[config.mk]
export PLATFORM = sky130hd
export DESIGN_NAME = fetch_unit_flat
export DESIGN_NICKNAME = d
export VERILOG_FILES = /design/src/rtl/fetch_unit_pkg.sv /design/src/rtl/fetch_unit_if.sv /design/src/rtl/fetch_unit_pc.sv /design/src/rtl/fetch_unit.sv /design/src/flat_wrapper.sv
export SDC_FILE = /design/constraint.sdc
export NUM_CORES = 1
export LEC_CHECK = 0
export CORE_MARGIN = 1
export CORE_UTILIZATION = 35
export CTS_BUF_LIST = sky130_fd_sc_hd__clkbuf_8 sky130_fd_sc_hd__clkbuf_16
export CTS_CLUSTER_SIZE = 30
export DETAILED_ROUTE_END_ITERATION = 16
export GPL_ROUTABILITY_DRIVEN = 0
export GPL_TIMING_DRIVEN = 0
export PLACE_DENSITY = 0.68
export SLEW_MARGIN = 20
export SYNTH_ARGS = -nofsm -noshare
export SYNTH_HDL_FRONTEND = slang
export SYNTH_SLANG_ARGS = --single-unit
[constraint.sdc]
create_clock -name clk -period 3.2 [get_ports clk]
set_input_delay 0.64 -clock clk [delete_from_list [all_inputs] [get_ports clk]]
set_output_delay 0.64 -clock clk [all_outputs]
set_load 0.1 [all_outputs]
[src/rtl/fetch_unit_pkg.sv]
// Shared types and constants for the instruction fetch stage.
// Field layout of the instruction frame (MSB first): op_code, reg_r, reg_w, data.
package fetch_unit_pkg;

  localparam int W     = 4;
  localparam int FRAME = 4 * W;

  localparam int OP_LO = 3 * W;
  localparam int RR_LO = 2 * W;
  localparam int RW_LO = 1 * W;
  localparam int D_LO  = 0;

  typedef enum logic [2:0] {
    S_IDLE  = 3'd0,
    S_FETCH = 3'd1,
    S_WAIT  = 3'd2,
    S_VALID = 3'd3,
    S_HALT  = 3'd4
  } fetch_state_e;

  function automatic logic [W-1:0] frame_field(input logic [FRAME-1:0] frame, input int lo);
    return frame[lo +: W];
  endfunction

endpackage

[src/rtl/fetch_unit_if.sv]
// Decode-side instruction interface of the fetch stage.
interface fetch_unit_if;
  import fetch_unit_pkg::*;

  // Handshake: an instruction transfers on a rising edge where instr_valid and
  // instr_ready are both 1. While instr_valid=1 and instr_ready=0 the master
  // holds op_code/reg_r/reg_w/data/instr_pc stable; instr_valid never depends
  // combinationally on instr_ready.
  logic         instr_valid;
  logic         instr_ready;
  logic [W-1:0] op_code;
  logic [W-1:0] reg_r;
  logic [W-1:0] reg_w;
  logic [W-1:0] data;
  logic [W-1:0] instr_pc;

  modport master (
    output instr_valid, op_code, reg_r, reg_w, data, instr_pc,
    input  instr_ready
  );

  modport slave (
    input  instr_valid, op_code, reg_r, reg_w, data, instr_pc,
    output instr_ready
  );

endinterface

[src/rtl/fetch_unit_pc.sv]
// Program counter: load (jump) beats increment beats hold.
// wrap flags an increment from the all-ones address back to zero.
module fetch_pc
  import fetch_unit_pkg::*;
(
  input  logic         clk,
  input  logic         rst_n,
  input  logic         load,
  input  logic [W-1:0] load_addr,
  input  logic         inc,
  output logic [W-1:0] pc,
  output logic         wrap
);

  always_ff @(posedge clk or negedge rst_n) begin
    if (!rst_n) begin
      pc <= '0;
    end else if (load) begin
      pc <= load_addr;
    end else if (inc) begin
      pc <= pc + W'(1);
    end
  end

  assign wrap = inc && !load && (pc == {W{1'b1}});

endmodule

[src/rtl/fetch_unit.sv]
// Instruction fetch stage: owns the PC, reads program memory, presents
// instructions to decode. Optional FETCH_WRAP_HALT_EN halts instead of wrapping.
module fetch_unit
  import fetch_unit_pkg::*;
(
  input  logic             clk,
  input  logic             rst_n,
  output logic             mem_en,
  output logic [W-1:0]     mem_addr,
  input  logic [FRAME-1:0] mem_data_frame,
  fetch_unit_if.master     dec,
  input  logic             jump_en,
  input  logic [W-1:0]     jump_addr,
  input  logic             halt_req,
  output logic             halted,
  output fetch_state_e     state_dbg
);

`ifdef FETCH_WRAP_HALT_EN
  localparam bit WRAP_HALT = 1'b1;
`else
  localparam bit WRAP_HALT = 1'b0;
`endif

  fetch_state_e     state, state_next;
  logic             halt_pend, halt_pend_next;
  logic [FRAME-1:0] ir;
  logic [W-1:0]     instr_pc_q;
  logic [W-1:0]     pc;
  logic             pc_load, pc_inc, pc_wrap;
  logic             capture;
  logic             go_halt;

  fetch_pc u_pc (
    .clk       (clk),
    .rst_n     (rst_n),
    .load      (pc_load),
    .load_addr (jump_addr),
    .inc       (pc_inc),
    .pc        (pc),
    .wrap      (pc_wrap)
  );

  always_ff @(posedge clk or negedge rst_n) begin
    if (!rst_n) begin
      state      <= S_IDLE;
      halt_pend  <= 1'b0;
      ir         <= '0;
      instr_pc_q <= '0;
    end else begin
      state     <= state_next;
      halt_pend <= halt_pend_next;
      if (capture) begin
        ir         <= mem_data_frame;
        instr_pc_q <= pc;
      end
    end
  end

  always_comb begin
    state_next     = state;
    halt_pend_next = halt_pend | halt_req;
    pc_load        = 1'b0;
    pc_inc         = 1'b0;
    capture        = 1'b0;
    // Once halted, the stale pending flag must not block the exit jump.
    go_halt        = (state == S_HALT) ? halt_req : (halt_req | halt_pend);

    if (jump_en && (state != S_IDLE)) begin
      // Redirect discards any in-flight fetch and any unaccepted instruction.
      pc_load    = 1'b1;
      state_next = go_halt ? S_HALT : S_FETCH;
      if (!go_halt) begin
        halt_pend_next = 1'b0;
      end
    end else begin
      unique case (state)
        S_IDLE:  state_next = S_FETCH;
        S_FETCH: state_next = S_WAIT;
        S_WAIT: begin
          capture    = 1'b1;
          pc_inc     = 1'b1;
          state_next = S_VALID;
          if (WRAP_HALT && pc_wrap) begin
            halt_pend_next = 1'b1;
          end
        end
        S_VALID: begin
          if (dec.instr_ready) begin
            state_next = go_halt ? S_HALT : S_FETCH;
          end
        end
        S_HALT:  state_next = S_HALT;
        default: state_next = S_IDLE;
      endcase
    end
  end

  assign mem_en          = (state == S_FETCH);
  assign mem_addr        = pc;
  assign halted          = (state == S_HALT);
  assign state_dbg       = state;

  assign dec.instr_valid = (state == S_VALID);
  assign dec.op_code     = frame_field(ir, OP_LO);
  assign dec.reg_r       = frame_field(ir, RR_LO);
  assign dec.reg_w       = frame_field(ir, RW_LO);
  assign dec.data        = frame_field(ir, D_LO);
  assign dec.instr_pc    = instr_pc_q;

endmodule

[src/flat_wrapper.sv]
// flat-port wrapper written by rule: the top's interface ports become plain ports
module fetch_unit_flat import fetch_unit_pkg::*;
  (clk, rst_n, mem_en, mem_addr, mem_data_frame, jump_en, jump_addr, halt_req, halted, state_dbg, dec_instr_valid, dec_op_code, dec_reg_r, dec_reg_w, dec_data, dec_instr_pc, dec_instr_ready);
  fetch_unit_if dec_i ();
  input  logic clk;
  input  logic rst_n;
  output logic mem_en;
  output logic [W-1:0] mem_addr;
  input  logic [FRAME-1:0] mem_data_frame;
  input  logic jump_en;
  input  logic [W-1:0] jump_addr;
  input  logic halt_req;
  output logic halted;
  output fetch_state_e state_dbg;
  output wire logic [$bits(dec_i.instr_valid)-1:0] dec_instr_valid;
  output wire logic [$bits(dec_i.op_code)-1:0] dec_op_code;
  output wire logic [$bits(dec_i.reg_r)-1:0] dec_reg_r;
  output wire logic [$bits(dec_i.reg_w)-1:0] dec_reg_w;
  output wire logic [$bits(dec_i.data)-1:0] dec_data;
  output wire logic [$bits(dec_i.instr_pc)-1:0] dec_instr_pc;
  input wire logic [$bits(dec_i.instr_ready)-1:0] dec_instr_ready;
  assign dec_instr_valid = dec_i.instr_valid;
  assign dec_op_code = dec_i.op_code;
  assign dec_reg_r = dec_i.reg_r;
  assign dec_reg_w = dec_i.reg_w;
  assign dec_data = dec_i.data;
  assign dec_instr_pc = dec_i.instr_pc;
  assign dec_i.instr_ready = dec_instr_ready;
  fetch_unit u_core (.clk(clk), .rst_n(rst_n), .mem_en(mem_en), .mem_addr(mem_addr), .mem_data_frame(mem_data_frame), .dec(dec_i), .jump_en(jump_en), .jump_addr(jump_addr), .halt_req(halt_req), .halted(halted), .state_dbg(state_dbg));
endmodule
==> results.toml <==
[route]
ant_nets = 0
wl_met1_mm = 1.23
drt_iter0_markers = 33
num_vias = 924
drtPass1Iterations = 4
wl_per_cell_um = 13.2
highest_layer = "met4"
wl_mm = 2.57
viasPerCell = 4.74
drc = 0
wl_met2_mm = 1.18
met3_length_um = 158

[timing]
hold_slack_ns = 0.369
rsz0062_at_grt = "false"
tightest_slew_ns = 0.983
fin_crit_ns = 2.94
skew_ns = 0.00366
timing.final.max_slew_violations = 0
max_freq_mhz = 340
slew-limit-headroom = 0.343
setup_viol = 0
tns_ns = 0
min_period_over_period = 0.918
hold_viol_final = 0

[global_routing]
grt_pass1_vias = 923
antenna_found_initial = 0
grt_overflow = 0
grt_pass1_wl_mm = 4.32
grt_max_degree = 29
grt_use_total = 0.140

[finish]
fillers = 302
fin_nets = 176
finish.utilization = 0.560
diodes = 0
layout-drive-gt1-share = 0.221
area_growth_pct = 50.1

[critical_path]
start_kind = "flop"
regToRegEndpoint = "u_core.ir[8]"
path_class = "flop to output port"
worstPathArrival_ns = 2.30
rrSetupSlack_ns = 1.51
worstSetupEndpointType = "output port"
r2r_cells = 5
cp_max_fo = 9
r2r-start = "u_core.state_dbg[1]"
worst-endpoint-required_ns = 2.56

[yosys]
synth_commonest_cells = "dfrtp_1 (28), mux2_2 (10), mux2_4 (10), nor2_1 (7), o21ai_0 (5)"
async_reset_ff_frac = 1.00
synth_cell_type_count = 29
synth_top_cell_area_share = 0.550
netlist_area_um2 = 1270
synth-edff-count = 0
synth_area_leader_cell = "dfrtp_1"
synthCells = 92
ys_ff_latch = 28
synthFlopType = "dfrtp_1"
synth_seq_area_share = 0.550
yosys-top-cells-area = "dfrtp_1 (55%), mux2_4 (12%), mux2_2 (8.8%)"
synth.avg_cell_area_um2 = 13.8
syn_nets = 118
yosysMostFrequentCell = "dfrtp_1"
ys_warn_count = 0

[clocking]
path_clk_slew_ns = 0.09
tritoncts = "done"
clk-insertion-delay-late_ns = 0.27
cts_resized = 0
post_cts_buffers = 0
postCtsHoldBufs = 0
clockRootBuffer = "clkbuf_8"
cts_buffer_depth = 2
cts_max_level = 1
cts_sinks = 28
cts_inserted_buffers = 3

[placement]
place_hpwl_mm = 1.82
numPortBuffers = 53

[job]
maxCapViolations = 0

[floorplan]
core_area_um2 = 3420
die_w_um = 62.3
io_pins = 55
dieArea_um2 = 3880
start_util = 0.373
dieHeight_um = 62.3
num_rows = 21

[status]
run_status = "completed"

[min_path]
hold_class = "input pin to asynchronous set/reset pin"
==> stage by stage <==
stage	worst slack (ns)	instance area [µm²]	instances
6_report	0.263	1910	195
4_1_cts	0.250	1910	195
2_1_floorplan	0.0790	1270	92
5_1_grt	0.166	1910	195
3_3_place_gp	0.601	1860	191
3_5_place_dp	0.573	1860	191
==> state kept, by name, indices dropped and copies added (netlist names) <==
register and flops:
u_core.ir 16, u_core.dec.instr_pc 4, u_core.u_pc.pc 4, u_core.state_dbg 3, u_core.halt_pend 1
==> critical path, stage by stage (launching register included) <==
cell and delay [ns]:
dfrtp_1 0.50, nor2_1 0.18, nand2_1 0.09, inv_1 0.11
clkdlybuf4s50_1 1.15
==> how the worst max path moves through the flow <==
stage | startpoint | endpoint | slack [ns] | depth (start not counted)
5_1_grt | u_core.state_dbg[0] | halted | 0.17 | 4
4_1_cts | u_core.state_dbg[0] | halted | 0.25 | 4
6_report | u_core.state_dbg[0] | halted | 0.26 | 4
3_3_place_gp | u_core.state_dbg[0] | halted | 0.60 | 4
3_5_place_dp | u_core.state_dbg[0] | halted | 0.57 | 4
2_1_floorplan | u_core.state_dbg[0] | mem_en | 0.08 | 2
==> layout make-up <==
type / instances / area, µm² / share of cell area
plain buffers: 4 / 46.3 / 0.0242
clock buffers: 4 / 55.1 / 0.0288
inverters: 1 / 3.75 / 0.00196
multi-input cells: 59 / 523 / 0.274
flip-flops and latches: 28 / 701 / 0.366
well taps: 46 / 57.6 / 0.0301
repair buffers: 53 / 526 / 0.275
==> cells by family after synthesis <==
family	share of synthesized area
flip-flops	0.550
multiplexers	0.214
AND/OR/NAND/NOR	0.0884
AO/OA/AOI/OAI	0.0845
buffers and inverters	0.0393
XOR/XNOR	0.0138
adder cells (fa/ha/maj)	0.00982
==> routing by layer <==
metal | track usage | vias to the layer above
met5 | 0 | -
met4 | 0.0436 | 0
met3 | 0.0386 | 2
met2 | 0.225 | 35
met1 | 0.184 | 446
li1 | - | 441
==> layout by cell type, fill, tap and decap left out, types with 2 or more instances in the layout <==
master	instances
clkdlybuf4s50_1	52
dfrtp_1	28
mux2_4	10
mux2_2	10
nor2_1	7
o21ai_0	5
clkbuf_8	4
nand2_1	3
a21oi_1	3
nand2b_1	2
buf_6	2
a21o_1	2
a22oi_1	2
Power is left out: the tool's default activity adds up to more than one toggle a clock period on the data nets, which glitch-free logic cannot reach.
